**config.mk**
```make
export PLATFORM = sky130hd
export DESIGN_NAME = alu_main_flat
export DESIGN_NICKNAME = d
export VERILOG_FILES = /design/src/rtl/alu_main_pkg.sv /design/src/rtl/alu_main_if.sv /design/src/rtl/alu_core.sv /design/src/rtl/alu_main.sv /design/src/flat_wrapper.sv
export SDC_FILE = /design/constraint.sdc
export NUM_CORES = 1
export LEC_CHECK = 0
export ABC_AREA = 1
export CORE_UTILIZATION = 50
export DETAILED_ROUTE_END_ITERATION = 7
export MAX_ROUTING_LAYER = met4
export PLACE_DENSITY = 0.83
export SLEW_MARGIN = 5
export SYNTH_ARGS = -nofsm -noshare
export SYNTH_HDL_FRONTEND = slang
export SYNTH_SLANG_ARGS = --single-unit
export TNS_END_PERCENT = 100
```
**constraint.sdc**
```tcl
create_clock -name clk -period 3.1 [get_ports clk]
set_clock_uncertainty 0.1 [all_clocks]
set_input_delay 0.31 -clock clk [delete_from_list [all_inputs] [get_ports clk]]
set_output_delay 0.31 -clock clk [all_outputs]
set_load 0.005 [all_outputs]
```
**src/rtl/alu_main_pkg.sv**
```systemverilog
// Shared constants for the accumulator-style ALU: FSM state encoding,
// one-hot operation selects and the default datapath width.
package alu_main_pkg;

  localparam int DEFAULT_WIDTH = 8;

  typedef enum logic [1:0] {
    ST_RST     = 2'b00,
    ST_LOAD    = 2'b01,
    ST_PERSIST = 2'b10,
    ST_UNUSED  = 2'b11
  } state_t;

  localparam logic [5:0] OP_ADD = 6'b000001;
  localparam logic [5:0] OP_SUB = 6'b000010;
  localparam logic [5:0] OP_AND = 6'b000100;
  localparam logic [5:0] OP_OR  = 6'b001000;
  localparam logic [5:0] OP_XOR = 6'b010000;
  localparam logic [5:0] OP_NOT = 6'b100000;

endpackage

```
**src/rtl/alu_main_if.sv**
```systemverilog
// Mode/operand/result bundle of the ALU; the slave side is the ALU itself.
interface alu_main_if
  import alu_main_pkg::*;
#(
  parameter int WIDTH = DEFAULT_WIDTH
);
  logic [2:0]       in_sel;
  logic [WIDTH-1:0] num1;
  logic [WIDTH-1:0] num2;
  logic [5:0]       out_sel;
  logic [WIDTH-1:0] out;
  logic [1:0]       currState;
  logic [1:0]       nextState;

  modport master (
    output in_sel, num1, num2, out_sel,
    input  out, currState, nextState
  );

  modport slave (
    input  in_sel, num1, num2, out_sel,
    output out, currState, nextState
  );
endinterface

```
**src/rtl/alu_core.sv**
```systemverilog
// Combinational operation unit; valid drops when op_sel is not exactly one-hot.
module alu_core
  import alu_main_pkg::*;
#(
  parameter int WIDTH = DEFAULT_WIDTH
) (
  input  logic [WIDTH-1:0] a,
  input  logic [WIDTH-1:0] b,
  input  logic [5:0]       op_sel,
  output logic [WIDTH-1:0] result,
  output logic             valid
);

  always_comb begin
    result = '0;
    valid  = 1'b1;
    case (op_sel)
      OP_ADD:  result = a + b;
      OP_SUB:  result = a - b;
      OP_AND:  result = a & b;
      OP_OR:   result = a | b;
      OP_XOR:  result = a ^ b;
      OP_NOT:  result = ~a;
      default: valid  = 1'b0;
    endcase
  end

endmodule

```
**src/rtl/alu_main.sv**
```systemverilog
// Registered ALU with Reset/Load/Persist control; Persist chains the previous
// result back in as operand A.
module alu_main
  import alu_main_pkg::*;
#(
  parameter int WIDTH = DEFAULT_WIDTH
) (
  input logic       clk,
  input logic       reset,
  alu_main_if.slave bus
);

  state_t           state_reg;
  state_t           state_next;
  logic [WIDTH-1:0] out_reg;
  logic [WIDTH-1:0] out_next;
  logic [WIDTH-1:0] operand_a;
  logic [WIDTH-1:0] core_result;
  logic             core_valid;

  // Priority decode of the mode request; the unused encoding falls back to RST.
  always_comb begin
    state_next = state_reg;
    if (bus.in_sel[0]) begin
      state_next = ST_RST;
    end else if (bus.in_sel[1]) begin
      state_next = ST_LOAD;
    end else if (bus.in_sel[2]) begin
      state_next = ST_PERSIST;
    end else if (state_reg == ST_UNUSED) begin
      state_next = ST_RST;
    end
  end

  assign operand_a = (state_next == ST_PERSIST) ? out_reg : bus.num1;

  alu_core #(
    .WIDTH (WIDTH)
  ) u_core (
    .a      (operand_a),
    .b      (bus.num2),
    .op_sel (bus.out_sel),
    .result (core_result),
    .valid  (core_valid)
  );

  always_comb begin
    out_next = out_reg;
    case (state_next)
      ST_LOAD, ST_PERSIST: begin
        if (core_valid) begin
          out_next = core_result;
        end
      end
      default: out_next = '0;
    endcase
  end

  always_ff @(posedge clk) begin
    if (reset) begin
      state_reg <= ST_RST;
      out_reg   <= '0;
    end else begin
      state_reg <= state_next;
      out_reg   <= out_next;
    end
  end

  assign bus.out       = out_reg;
  assign bus.currState = state_reg;
  assign bus.nextState = state_next;

endmodule

```
**src/flat_wrapper.sv**
```systemverilog
// flat-port wrapper written by rule: the top's interface ports become plain ports
module alu_main_flat import alu_main_pkg::*;
#(
  parameter int WIDTH = DEFAULT_WIDTH
)
  (clk, reset, bus_in_sel, bus_num1, bus_num2, bus_out_sel, bus_out, bus_currState, bus_nextState);
  alu_main_if #(.WIDTH(WIDTH)) bus_i ();
  input logic clk;
  input logic reset;
  input wire logic [$bits(bus_i.in_sel)-1:0] bus_in_sel;
  input wire logic [$bits(bus_i.num1)-1:0] bus_num1;
  input wire logic [$bits(bus_i.num2)-1:0] bus_num2;
  input wire logic [$bits(bus_i.out_sel)-1:0] bus_out_sel;
  output wire logic [$bits(bus_i.out)-1:0] bus_out;
  output wire logic [$bits(bus_i.currState)-1:0] bus_currState;
  output wire logic [$bits(bus_i.nextState)-1:0] bus_nextState;
  assign bus_i.in_sel = bus_in_sel;
  assign bus_i.num1 = bus_num1;
  assign bus_i.num2 = bus_num2;
  assign bus_i.out_sel = bus_out_sel;
  assign bus_out = bus_i.out;
  assign bus_currState = bus_i.currState;
  assign bus_nextState = bus_i.nextState;
  alu_main #(.WIDTH(WIDTH)) u_core (.clk(clk), .reset(reset), .bus(bus_i));
endmodule
```
After elaboration in Yosys (flattened, before gate mapping) --
Index checks and enable logic that the tools add are counted.
Word-level totals: output and inout bits 12, logic and storage cells 28, input port bits 27, register bits 10
Cells by class: bitwise logic cells 5, multiplexer cells 7, $add $sub $neg 2, reduce and logical (&&, ||, !) cells 3, eq/ne operators 9
Operators with widths (number):
- case mux 8 bit (6 select lines) | 1
- adder 8 bit | 1
- AND 8 bit | 1
- two-way mux 2 bit | 4
- two-way mux 8 bit | 1
- inverter 8 bit | 1
- OR 8 bit | 1
- subtractor 8 bit | 1
- bitwise XOR 8 bit | 1
- == test 6 x 1 -> 1 bit (second input constant) | 1
- == test 6 x 2 -> 1 bit (second input constant) | 1
- == test 6 x 3 -> 1 bit (second input constant) | 1
- == test 6 x 4 -> 1 bit (second input constant) | 1
- == test 6 x 5 -> 1 bit (second input constant) | 1
- == test 6 bit (second input constant) | 1
- OR reduction 6 bit | 1
- == test 2 bit (second input constant) | 2
- OR reduction 2 bit | 2
- == test 2 x 1 -> 1 bit (second input constant) | 1
- two-way mux 1 bit | 1
- inverter 1 bit | 1

Longest topological paths before layout --
depth after elaboration 9, gate-level depth with buffers 18

Cells and area by module --
From an unflattened synthesis, not the netlist that was laid out.
Second synthesis, totals: cell total of the unflattened synthesis 262, area total of the unflattened synthesis 1710.4 um^2
Modules (own cells, without submodules):
- alu_core | times used 1, area each 1183.6 um^2, cells an instance 200
- alu_main | times used 1, area each 526.8 um^2, cells an instance 62

Worst setup path after synthesis --
No wires, ideal clock.
path kind reg-to-reg, start point register u_core.state_reg[1] (netlist: u_core.bus.currState[1]), end point register u_core.out_reg[6] (netlist: u_core.bus.out[6]), stages on the path, launching flop included 16, data arrival time 2.699 ns, required time 2.930 ns, buffers on the path 1, path slack 0.231 ns, path through dfxtp_1 > or3_1 > a21oi_1 > inv_1 > ha_1 > buf_6 > inv_4 > or2_2 > o21ai_0 > ha_1 > fa_1 > nor2_2 > nand3b_1 > nand3b_1 > nand3_1 > a21oi_1
On the way: longest elaborated chain between the ends 9, elaborated cells on any way between the ends 18, classes of those cells add/sub: 2; eq/ne: 3; mux: 6; bitwise: 5; reduce/logical: 2
RTL lines:
- start, declared | RTL line alu_main.sv:13 | state_t state_reg;
- start signal, assigned | RTL line alu_main.sv:64 | state_reg <= state_next;
- == test 2 bit (*) | RTL line alu_main.sv:30 | end else if (state_reg == ST_UNUSED) begin
- two-way mux 2 bit (*) | RTL line alu_main.sv:30
- two-way mux 2 bit (*) | RTL line alu_main.sv:28 | end else if (bus.in_sel[2]) begin
- two-way mux 2 bit (*) | RTL line alu_main.sv:26 | end else if (bus.in_sel[1]) begin
- two-way mux 2 bit (*) | RTL line alu_main.sv:24 | if (bus.in_sel[0]) begin
- via bus_nextState[0] | RTL line flat_wrapper.sv:16 | output wire logic [$bits(bus_i.nextState)-1:0] bus_nextState;
- == test 2 bit / == test 2 x 1 -> 1 bit (equally long branches) | RTL line alu_main.sv:35, alu_main.sv:49
- two-way mux 8 bit / OR reduction 2 bit (equally long branches) | RTL line alu_main.sv:35, alu_main.sv:49
- subtractor 8 bit, or another cell as far along | RTL line alu_core.sv:19 | OP_SUB: result = a - b;
- case mux 8 bit (6 select lines) / OR reduction 2 bit (equally long branches)
- end signal, assigned | RTL line alu_main.sv:65 | out_reg <= out_next;
- end, declared | RTL line alu_main.sv:15 | logic [WIDTH-1:0] out_reg;
Mark *: on every way through the listed nets, which the timed path passes. The rest lies on a longest branch. A chain may end at the register's enable or synchronous reset.

Worst setup path after layout --
start point input bus_in_sel[2], end point register u_core.out_reg[6] (netlist: u_core.bus.out[6])
On the way: longest elaborated chain between the ends 7, elaborated cells on any way between the ends 16, classes of those cells add/sub: 2; eq/ne: 2; mux: 5; bitwise: 5; reduce/logical: 2
RTL lines:
- start, declared | RTL line flat_wrapper.sv:10 | input wire logic [$bits(bus_i.in_sel)-1:0] bus_in_sel;
- two-way mux 2 bit (*) | RTL line alu_main.sv:28
- two-way mux 2 bit (*) | RTL line alu_main.sv:26
- two-way mux 2 bit (*) | RTL line alu_main.sv:24
- == test 2 bit / == test 2 x 1 -> 1 bit (equally long branches) | RTL line alu_main.sv:35, alu_main.sv:49
- two-way mux 8 bit / OR reduction 2 bit (equally long branches) | RTL line alu_main.sv:35, alu_main.sv:49
- subtractor 8 bit, or another cell as far along | RTL line alu_core.sv:19
- case mux 8 bit (6 select lines) / OR reduction 2 bit (equally long branches)
Every way passes the cells marked *; elsewhere a longest branch is shown, timed or not.

==> impl_metrics.json <==
{
  "setup_ws_ns": 0.2064,
  "cellPowerDensity_nw_per_um2": 220.9,
  "core_area_um2": 2877,
  "cts_buffers": 3,
  "clk_pin_slew_worst_paths_ns": 0.08,
  "synth-seq-area-share_pct": 12.74,
  "yosys.area.top_type_share_pct": 18.31,
  "period_needed_ns": 2.894,
  "fin_nets": 360,
  "seqCellArea_um2": 200.2,
  "grt_max_degree": 10,
  "hold_violations": 0,
  "die_height_um": 58.06,
  "track_usage_pct": 28.69,
  "postCtsSetupBuffers": 0,
  "arrival_ns": 3.00,
  "ys_warn_count": 0,
  "fin_cells": 349,
  "cts_buffer_depth": 2,
  "syn_area_per_cell_um2": 6.286,
  "cp_max_fo": 7,
  "slew_violations": 0,
  "final_util_pct": 74.95,
  "boundaryPins": 39,
  "design_area_um2": 2156,
  "syn-instance-count": 250,
  "syn_nets": 301,
  "outcome": "finished, final reports clean",
  "antennaDiodeCount": 0,
  "place_area_um2": 2121,
  "dieArea_um2": 3371,
  "largest_reg_flops": 8,
  "ir_drop_mv": 0.1814,
  "cp.required_ns": 3.20,
  "tritoncts": "yes",
  "drtAntennaViolNets": 0,
  "drcViolationCount": 0,
  "worst_pin_slew_ns": 0.4462,
  "synth_area_leader_cell": "ha_1",
  "die_w_um": 58.06,
  "crit_path_end_kind": "flop",
  "ys_types": 30,
  "slew_headroom_pct": 70.09,
  "hpwl_um": 3469,
  "wirelength_um": 4344,
  "insertion_delay_ns": 0.27,
  "dr.pass1.iters": 6,
  "syn_area_um2": 1572,
  "rows": 19,
  "wire_per_inst_um": 12.45,
  "whs_ns": 0.3939,
  "clockRootBuffer": "clkbuf_4",
  "setup_viol": 0,
  "place.gp.congestion": 0.9313,
  "maxCapViolCount": 0,
  "io_buffers": 38,
  "drt-vias-per-instance": 5.117,
  "area_growth_pct": 37.18,
  "dp_cells": 346,
  "ys_top_cells_by_area": "ha_1, dfxtp_1, nand2_1",
  "cts_hold_buf": 0,
  "synth.ff_latch_count": 10,
  "grt_pass1_wl_um": 7203,
  "period_share_pct": 93.34,
  "grt_pass1_vias": 1610,
  "antenna_found_initial": 0,
  "leakage_nw": 1.047,
  "start_kind": "primary input",
  "drive_above_1_share_pct": 14.33,
  "grt-ovfl-total": 0,
  "fmax_mhz": 345.6,
  "hold_path_class": "flop to flop",
  "start_util_pct": 54.63,
  "cts.sinks": 10,
  "num_vias": 1786,
  "dpl_worst_slack_ns": -0.1863,
  "htree_num_levels": 1,
  "drt_iter0_markers": 130,
  "fillerInstances": 235,
  "multi_input_area_um2": 1190,
  "crit_type": "primary input to flop"
}
-- critical path: stages --
cell and delay, ns:
clkdlybuf4s50_1 0.42, or3_1 0.37, a21oi_2 0.15, inv_1 0.07, ha_2 0.23, inv_4 0.09, nand2_1 0.05, o21ai_1 0.17
ha_1 0.30, buf_4 0.15, nand2_1 0.07, o21ai_0 0.09, a21oi_1 0.18, nand2_1 0.08, nand2_1 0.05, nand3_1 0.08
a21oi_1 0.14
-- stage by stage --
stage | power [W] | setup TNS [ns]
4_1_cts | 0.0004720 | 0
2_1_floorplan | 0.0002749 | 0
3_5_place_dp | 0.0003752 | -1.011
5_1_grt | 0.0005181 | -0.01901
3_3_place_gp | 0.0003705 | -0.6168
6_report | 0.0004761 | 0
-- repair_timing --
item                                    in CTS  in global routing
endpoints found under the setup margin       0                  6
hold endpoints to repair                     0                  0
gates resized for setup                      0                  7
-- cells by family (layout without fill, tap and decap cells) --
kind of cell,after synthesis,in the layout,share of synthesized area (%)
simple gates,109,109,33.04
buf+inv,49,106,12.34
flops,10,10,12.74
fa+ha+maj,24,24,19.59
xor+xnor,6,6,3.344
compound gates,52,52,18.95
-- placed cells by master (no fill, tap or decap) --
cell type and n:
nand2_1 50, inv_1 41, clkdlybuf4s50_1 38, ha_1 21, nand3_1 19, o21ai_0 17, nor2_1 17, buf_4 17
a21oi_1 16, dfxtp_1 10, a221oi_1 7, inv_2 6, xor2_1 6, o21ai_1 4, a31oi_1 4, nor2_4 3
nor3_1 3, or2_2 3, nand4_1 3, clkbuf_4 3, a21oi_2 2, nand2_2 2, nor2_2 2, nand3b_1 2
ha_2 2, inv_4 1, or3_1 1, nand3_4 1, o21ai_2 1, nor3_2 1, o211ai_1 1, nor4_1 1
or2_1 1, fa_1 1
-- cells in the mapped netlist --
library cell and instances:
nand2_1 50, inv_1 41, ha_1 23, o21ai_0 20
nand3_1 19, a21oi_1 17, nor2_1 17, dfxtp_1 10
a221oi_1 7, inv_2 6, xor2_1 6, a31oi_1 4
nand4_1 3, nor2_4 3, nor3_1 3, or2_2 3
nand2_2 2, nand3b_1 2, nor2_2 2, o21ai_1 2
a21oi_2 1, buf_6 1, fa_1 1, inv_4 1
nand3_4 1, nor3_2 1, nor4_1 1, o211ai_1 1
or2_1 1, or3_1 1
-- per-layer routing --
metal,vias to the layer above,track usage (%),share of wire [%]
met3,2,2.679,7.9
met2,73,46.14,45
met5,-,-,0
met4,0,8.844,0.51
met1,765,37.99,46
li1,946,-,-
-- power breakdown --
part / total [W] / internal [W] / switching [W]
Sequential: 0.000133 / 0.000131 / 0.00000185
Combinational: 0.000245 / 0.000117 / 0.000129
Clock: 0.0000981 / 0.0000450 / 0.0000531
-- area by class of cell --
class | count | share of cell area (%)
timing repair buffer | 55 | 23.56
sequential | 10 | 9.286
multi-input combinational | 191 | 55.19
inverter | 48 | 8.474
tap | 42 | 2.438
clock buffer | 3 | 1.045
-- worst paths after layout --
kind	start	depth (start not counted)	slack [ns]	endpoint
max	bus_in_sel[2]	17	0.21	u_core.bus.out[6]
min	u_core.bus.out[0]	2	0.39	u_core.bus.out[0]
max reg2reg	u_core.bus.currState[0]	17	0.31	u_core.bus.out[6]
min reg2reg	u_core.bus.out[0]	2	0.39	u_core.bus.out[0]
Note: power is estimated with default switching activity, not from simulation.
